File: src/rtl/gb_dma_pkg.sv
// Shared constants and beat type for the GBC HDMA/GDMA data path.
package gb_dma_pkg;

    localparam logic [15:0] VRAM_LO   = 16'h8000;
    localparam logic [15:0] VRAM_HI   = 16'h9FFF;
    localparam logic [15:0] ECHO_LO   = 16'hE000;
    localparam logic [15:0] ECHO_MASK = 16'hBFFF;
    localparam logic [7:0]  DMA_FILL  = 8'hFF;

    typedef struct packed {
        logic [15:0] src;
        logic [12:0] tgt;
        logic        is_vram;
    } dma_beat_t;

endpackage

File: src/rtl/hdma_xfer_if.sv
// Bus bundle between the HDMA register block, memory arbiter, VRAM and the mover.
interface hdma_xfer_if;
    logic        hdma_rd;
    logic [15:0] hdma_source_addr;
    logic [15:0] hdma_target_addr;
    logic        mem_rd;
    logic [15:0] mem_addr;
    logic [7:0]  mem_din;
    logic        vram_we;
    logic [12:0] vram_addr;
    logic [7:0]  vram_dout;
    logic        cpu_stall;
    logic [11:0] byte_cnt;

    modport master (
        output hdma_rd, hdma_source_addr, hdma_target_addr, mem_din,
        input  mem_rd, mem_addr, vram_we, vram_addr, vram_dout, cpu_stall, byte_cnt
    );

    modport slave (
        input  hdma_rd, hdma_source_addr, hdma_target_addr, mem_din,
        output mem_rd, mem_addr, vram_we, vram_addr, vram_dout, cpu_stall, byte_cnt
    );
endinterface

File: src/rtl/hdma_src_map.sv
// Classifies a DMA source address and folds the echo region back onto cart RAM.
module hdma_src_map
    import gb_dma_pkg::*;
#(
    parameter bit SRC_ECHO_REMAP = 1'b1
) (
    input  logic [15:0] src,
    output logic [15:0] mapped,
    output logic        is_vram
);

    logic in_echo;

    assign is_vram = (src >= VRAM_LO) && (src <= VRAM_HI);
    assign in_echo = SRC_ECHO_REMAP && (src >= ECHO_LO);
    assign mapped  = in_echo ? (src & ECHO_MASK) : src;

endmodule

File: src/rtl/hdma_xfer.sv
// HDMA/GDMA byte mover: accept -> S1 bus read -> S2 VRAM write, one byte per stage.
module hdma_xfer
    import gb_dma_pkg::*;
#(
    parameter bit SRC_ECHO_REMAP = 1'b1
) (
    input  logic      clk,
    input  logic      reset,
    hdma_xfer_if.slave bus
);

    logic        prev_rd_reg;
    logic [15:0] last_src_reg;
    logic        accept;

    logic        s1_valid_reg;
    dma_beat_t   s1_beat_reg;
    dma_beat_t   s1_beat_next;

    logic        s2_valid_reg;
    logic [12:0] vram_addr_reg;
    logic [7:0]  vram_dout_reg;
    logic [11:0] byte_cnt_reg;

    logic [15:0] src_mapped;
    logic        src_is_vram;
    logic        unused_tgt_hi;

    assign unused_tgt_hi = ^bus.hdma_target_addr[15:13];

    hdma_src_map #(
        .SRC_ECHO_REMAP (SRC_ECHO_REMAP)
    ) u_src_map (
        .src     (bus.hdma_source_addr),
        .mapped  (src_mapped),
        .is_vram (src_is_vram)
    );

    // A held request only re-triggers when the controller advances the source.
    assign accept = bus.hdma_rd &&
                    (!prev_rd_reg || (bus.hdma_source_addr != last_src_reg));

    always_comb begin
        s1_beat_next         = s1_beat_reg;
        if (accept) begin
            s1_beat_next.src     = src_mapped;
            s1_beat_next.tgt     = bus.hdma_target_addr[12:0];
            s1_beat_next.is_vram = src_is_vram;
        end
    end

    always_ff @(posedge clk or posedge reset) begin
        if (reset) begin
            prev_rd_reg  <= 1'b0;
            last_src_reg <= 16'h0000;
            s1_valid_reg <= 1'b0;
            s1_beat_reg  <= '0;
        end else begin
            prev_rd_reg  <= bus.hdma_rd;
            s1_valid_reg <= accept;
            s1_beat_reg  <= s1_beat_next;
            if (accept) begin
                last_src_reg <= bus.hdma_source_addr;
            end
        end
    end

    // mem_din is valid in the S1 cycle, so S2 captures it on the same edge S1 retires.
    always_ff @(posedge clk or posedge reset) begin
        if (reset) begin
            s2_valid_reg  <= 1'b0;
            vram_addr_reg <= 13'h0000;
            vram_dout_reg <= 8'h00;
            byte_cnt_reg  <= 12'h000;
        end else begin
            s2_valid_reg <= s1_valid_reg;
            if (s1_valid_reg) begin
                vram_addr_reg <= s1_beat_reg.tgt;
                vram_dout_reg <= s1_beat_reg.is_vram ? DMA_FILL : bus.mem_din;
            end
            if (s2_valid_reg) begin
                byte_cnt_reg <= byte_cnt_reg + 12'd1;
            end
        end
    end

    assign bus.mem_rd    = s1_valid_reg && !s1_beat_reg.is_vram;
    assign bus.mem_addr  = s1_beat_reg.src;
    assign bus.vram_we   = s2_valid_reg;
    assign bus.vram_addr = vram_addr_reg;
    assign bus.vram_dout = vram_dout_reg;
    assign bus.byte_cnt  = byte_cnt_reg;
    assign bus.cpu_stall = bus.hdma_rd | s1_valid_reg | s2_valid_reg;

endmodule

File: src/flat_wrapper.sv
// flat-port wrapper written by rule: the top's interface ports become plain ports
module hdma_xfer_flat import gb_dma_pkg::*;
#(
    parameter bit SRC_ECHO_REMAP = 1'b1
)
  (clk, reset, bus_hdma_rd, bus_hdma_source_addr, bus_hdma_target_addr, bus_mem_din, bus_mem_rd, bus_mem_addr, bus_vram_we, bus_vram_addr, bus_vram_dout, bus_cpu_stall, bus_byte_cnt);
  hdma_xfer_if bus_i ();
  input  logic clk;
  input  logic reset;
  input wire logic [$bits(bus_i.hdma_rd)-1:0] bus_hdma_rd;
  input wire logic [$bits(bus_i.hdma_source_addr)-1:0] bus_hdma_source_addr;
  input wire logic [$bits(bus_i.hdma_target_addr)-1:0] bus_hdma_target_addr;
  input wire logic [$bits(bus_i.mem_din)-1:0] bus_mem_din;
  output wire logic [$bits(bus_i.mem_rd)-1:0] bus_mem_rd;
  output wire logic [$bits(bus_i.mem_addr)-1:0] bus_mem_addr;
  output wire logic [$bits(bus_i.vram_we)-1:0] bus_vram_we;
  output wire logic [$bits(bus_i.vram_addr)-1:0] bus_vram_addr;
  output wire logic [$bits(bus_i.vram_dout)-1:0] bus_vram_dout;
  output wire logic [$bits(bus_i.cpu_stall)-1:0] bus_cpu_stall;
  output wire logic [$bits(bus_i.byte_cnt)-1:0] bus_byte_cnt;
  assign bus_i.hdma_rd = bus_hdma_rd;
  assign bus_i.hdma_source_addr = bus_hdma_source_addr;
  assign bus_i.hdma_target_addr = bus_hdma_target_addr;
  assign bus_i.mem_din = bus_mem_din;
  assign bus_mem_rd = bus_i.mem_rd;
  assign bus_mem_addr = bus_i.mem_addr;
  assign bus_vram_we = bus_i.vram_we;
  assign bus_vram_addr = bus_i.vram_addr;
  assign bus_vram_dout = bus_i.vram_dout;
  assign bus_cpu_stall = bus_i.cpu_stall;
  assign bus_byte_cnt = bus_i.byte_cnt;
  hdma_xfer #(.SRC_ECHO_REMAP(SRC_ECHO_REMAP)) u_core (.clk(clk), .reset(reset), .bus(bus_i));
endmodule
File: config.mk
export PLATFORM = sky130hd
export DESIGN_NAME = hdma_xfer_flat
export DESIGN_NICKNAME = d
export VERILOG_FILES = /design/src/rtl/gb_dma_pkg.sv /design/src/rtl/hdma_xfer_if.sv /design/src/rtl/hdma_src_map.sv /design/src/rtl/hdma_xfer.sv /design/src/flat_wrapper.sv
export SDC_FILE = /design/constraint.sdc
export NUM_CORES = 1
export LEC_CHECK = 0
export BUFFER_PORTS_ARGS = -buffer_cell sky130_fd_sc_hd__buf_2
export CAP_MARGIN = 20
export CORE_ASPECT_RATIO = 0.9
export CORE_MARGIN = 5
export CORE_UTILIZATION = 25
export DETAILED_ROUTE_END_ITERATION = 6
export GPL_TIMING_DRIVEN = 1
export PLACE_DENSITY_LB_ADDON = 0.05
export SLEW_MARGIN = 20
export SYNTH_ARGS = -nofsm -noshare
export SYNTH_HDL_FRONTEND = slang
export SYNTH_SLANG_ARGS = --single-unit
File: constraint.sdc
create_clock -name clk -period 2 [get_ports clk]
set_input_delay 0.1 -clock clk [delete_from_list [all_inputs] [get_ports clk]]
set_output_delay 0.1 -clock clk [all_outputs]
set_load 0.05 [all_outputs]
Word level (Yosys, flattened, before mapping)
Cells that the tools add are included.

Reductions and logical operators: 6. Bitwise operators: 2. Divide/modulo/power cells: 0. $add $sub $neg: 1. Equality and inequality tests: 1. Shift operators: 0. $lt $le $gt $ge: 3. Multipliers: 0. Muxes and demuxes: 2.

Operators with widths (count): 16-bit >= comparator (second input constant) (2); 16-bit <= comparator (second input constant) (1); 16-bit != test (1); 15-bit two-way mux (1); 12-bit by 1-bit adder with 12-bit output (second input constant) (1); 8-bit two-way mux (1); 1-bit logical AND (3); 1-bit zero test (2); 1-bit OR (2); 1-bit logical OR (1).

Output and inout bits: 52. Bits in latches: 0. Flip-flop bits (word level): 82. Memories kept: 0. Logic and storage cells: 25. Bits in writable memories: 0. Memory bits (read-only): 0.

Longest topological paths before layout
Word-level depth: 3. Mapped depth: 7.

Hierarchy
From an unflattened synthesis, not the netlist that was laid out.

Cell total of the unflattened synthesis: 247. Area total of the unflattened synthesis: 3517.1 sq um.

Modules (own cells, without submodules): hdma_xfer (times used 1, seq. area each 2052.0 sq um, cells each 230, area each 3384.5 sq um); hdma_src_map (times used 1, seq. area each 0.0 sq um, cells each 17, area each 132.6 sq um).

Worst setup path before layout
No wires, ideal clock.

Kind: register -> register. Start: reg u_core.bus.mem_addr[8] (netlist name). End: reg u_core.s1_beat_reg[10] in the netlist's numbering. Library setup time: 0.127 ns. Stages on the path, launching flop included: 8. Arrival: 1.846 ns. Clock period less this slack: 1.973 ns. Path buffers: 2. Slack: 0.027 ns. Required time: 1.873 ns. Path through: dfrtp_1 xor2_1 nor4_1 nand4_1 o31ai_1 buf_4 buf_8 mux2_1.

RTL lines: end signal: assignment (RTL line hdma_xfer.sv:61) `s1_beat_reg <= s1_beat_next;`; end: declaration (RTL line hdma_xfer.sv:17) `dma_beat_t s1_beat_reg;`.

==> results_dict.tcl <==
set metrics [dict create \
    n_antenna_cell 0 \
    synth-edff-count 0 \
    detail-route-antenna-nets 0 \
    holdWs_ns 0.0121 \
    area_growth_pct 45.9 \
    synth.avg_cell_area_um2 13.8 \
    synth_top_area_cell "dfrtp_1" \
    drtIter0Drc 59 \
    whs_path_depth 1 \
    setup_viol 28 \
    violations "setup timing" \
    min_from "bus_hdma_rd" \
    leakage_nw 1.98 \
    crit_required_ns 2.20 \
    timing.final.ws_setup_ns -0.0502 \
    holdCritPathClass "in -> reg" \
    max_freq_mhz 488 \
    cap_violations 0 \
    min_to "u_core.prev_rd_reg" \
    wl_per_cell_um 14.3 \
    r2r_setup_slack_ns -0.05 \
    overflow 0 \
    grt_pass1_vias 2155 \
    port_buffers 91 \
    routed-via-count 1966 \
    cts.sinks 67 \
    htree_levels 3 \
    cts_tree "done" \
    ys_types 28 \
    worstSetupEndpointType "register" \
    ys.warnings.count 0 \
    synthArstFlopShare 1.00 \
    crit_path_start_kind "register" \
    power.total_mw 4.47 \
    synthCells 205 \
    gp_congestion 0.690 \
    largest_reg_flops 16 \
    synth.net_count 249 \
    irDropWorstVdd_mv 0.561 \
    grt.total_usage 0.107 \
    via_per_inst 4.10 \
    worst_ep_arrival_time_ns 2.25 \
    period_needed_ns 2.05 \
    reg2reg_from "u_core.bus.mem_addr[6]" \
    placementRows 36 \
    coreArea_um2 10900 \
    cpPeakStageDelay_ns 0.38 \
    status "complete, but fails checks" \
    firstDrtPassIters 4 \
    initial_core_util 0.259 \
    post-route-period-util 1.03 \
    worst_r2r_path_depth 7 \
    cp_slowest_cell "dfrtp_1" \
    skew_ns 0.00622 \
    wirelength_um 6880 \
    crit_chain "xor2_1 > nor4_2 > nand4_1 > o31ai_4 > buf_12 > buf_12 > mux2_4" \
    die_area_um2 13600 \
    slew_viol_final 0 \
    synth.cell_area_um2 2830 \
    path_common_cell "buf_12" \
    post-synth-top-count-cell "dfrtp_1" \
    ctsRootBufferMaster "clkbuf_16" \
    synth_area_leaders "dfrtp_1 59%, mux2_2 14%, xor2_1 5.6%" \
    critPathKind "reg -> reg" \
    ios 95 \
    relSlewSlack 0.749 \
    clockBufferDepth 2 \
    hold_viol_final 0 \
    synth-main-ff-cell "dfrtp_1" \
    rsz0062_at_grt "yes" \
    post-dp-hpwl_um 4620 \
    clk-insertion-delay-late_ns 0.32 \
    antenna_found_initial 0 \
    drc 0 \
    cts_buffers 9 \
    rr_endpoint "u_core.s1_beat_reg[1]" \
    final_nets 367 \
    grt_max_degree 68 \
    synth_top_area_frac 0.592 \
    final_util 0.377 \
    worstMarginPinSlew_ns 0.377 \
    crit_fanout 6 \
    grt_pass1_wl_um 11200 \
    power.density_nw_per_um2 1080 \
    pre_cts_slack_ns -0.225 \
    synth.top_cells.by_count "67 x dfrtp_1, 35 x mux2_2, 18 x xor2_1, 17 x buf_4, 9 x mux2_1" \
    synth-seq-cells 67 \
    die_w_um 122 \
    die_y_um 111 \
    drive_above_1_share 0.518 \
    ys_seq_area_frac 0.592 \
    clk_pin_slew_ns 0.05 \
]
-- layout by cell type (no fill, tap or decap), drive strengths merged, types with 2 or more instances in the layout --
| master | n |
|---|---|
| xor2 | 18 |
| nand3 | 4 |
| nor2 | 5 |
| a21oi | 2 |
| nand4 | 4 |
| nand2 | 5 |
| buf | 113 |
| nor4 | 3 |
| inv | 4 |
| mux2 | 44 |
| dfrtp | 67 |
| clkbuf | 14 |
| dlygate4sd3 | 17 |
| o22a | 7 |
| xnor2 | 8 |
-- stage by stage --
step                      setup TNS (ns)  area (um^2)  cells
after global routing               -3.65         4130    480
after global placement             -6.21         3440    439
after CTS                          -1.70         4100    477
final                              -1.11         4130    480
after floorplan                        0         2830    205
after detailed placement           -5.27         3440    439
-- worst max path at each step --
stage / startpoint / end / slack, ns / cells after the start
6_report: u_core.bus.mem_addr[6] / u_core.s1_beat_reg[1] / -0.05 / 7
5_1_grt: u_core.bus.mem_addr[6] / u_core.s1_beat_reg[10] / -0.14 / 7
4_1_cts: u_core.bus.mem_addr[6] / u_core.s1_beat_reg[1] / -0.07 / 7
3_5_place_dp: u_core.bus.mem_addr[8] / u_core.s1_beat_reg[1] / -0.22 / 6
3_3_place_gp: u_core.bus.mem_addr[8] / u_core.s1_beat_reg[13] / -0.26 / 6
2_1_floorplan: u_core.bus.mem_addr[8] / u_core.s1_beat_reg[10] / 0.03 / 7
-- critical path, delay by kind of cell, from the launching register on --
kind / cells / cell delay [ns]
flops: 1 / 0.38
simple gates: 2 / 0.51
xor+xnor: 1 / 0.16
buf+inv: 2 / 0.30
mux: 1 / 0.30
compound gates: 1 / 0.27
-- cell type report --
| class | count | area, um^2 |
|---|---|---|
| multi-input combinational | 111 | 1100 |
| clock buffer | 14 | 254 |
| inverter | 4 | 15.0 |
| timing repair buffer | 130 | 863 |
| sequential | 67 | 1680 |
| tap | 152 | 190 |
| clock inverter | 2 | 35.0 |
| fill | 1102 | 6820 |
-- routing by layer --
metal	vias up	GRT usage	wire length [um]
li1	928	-	-
met1	963	0.129	3130
met2	64	0.168	3200
met3	11	0.0444	444
met4	0	0.0403	116
met5	-	0	0
-- logic make-up (layout without fill, tap and decap cells) --
group / Yosys count / count (layout) / synth area share
muxes: 44 / 44 / 0.175
AOI/OAI and AO/OA: 13 / 13 / 0.0354
and+or+nand+nor: 27 / 27 / 0.0495
adders and majority gates: 1 / 1 / 0.00442
DFF: 67 / 67 / 0.592
xor gates and xnor gates: 26 / 26 / 0.0805
buffers and inverters: 27 / 150 / 0.0628
-- where the power goes --
group / switching [mW] / total [mW] / internal [mW]
logic: 0.822 / 1.24 / 0.422
clock network: 0.529 / 1.53 / 0.998
registers: 0.157 / 1.70 / 1.54
total: 1.51 / 4.47 / 2.96
-- repair_timing --
action / in CTS / in global routing
setup buffers: 3 / 3
setup endpoints to repair: 28 / 28
pin swaps: 6 / 1
resized for setup: 39 / 2
hold buffers: 17 / 0
hold endpoints to repair: 83 / 0
cloned: 2 / 0
Power figures use the tool's default switching activity.
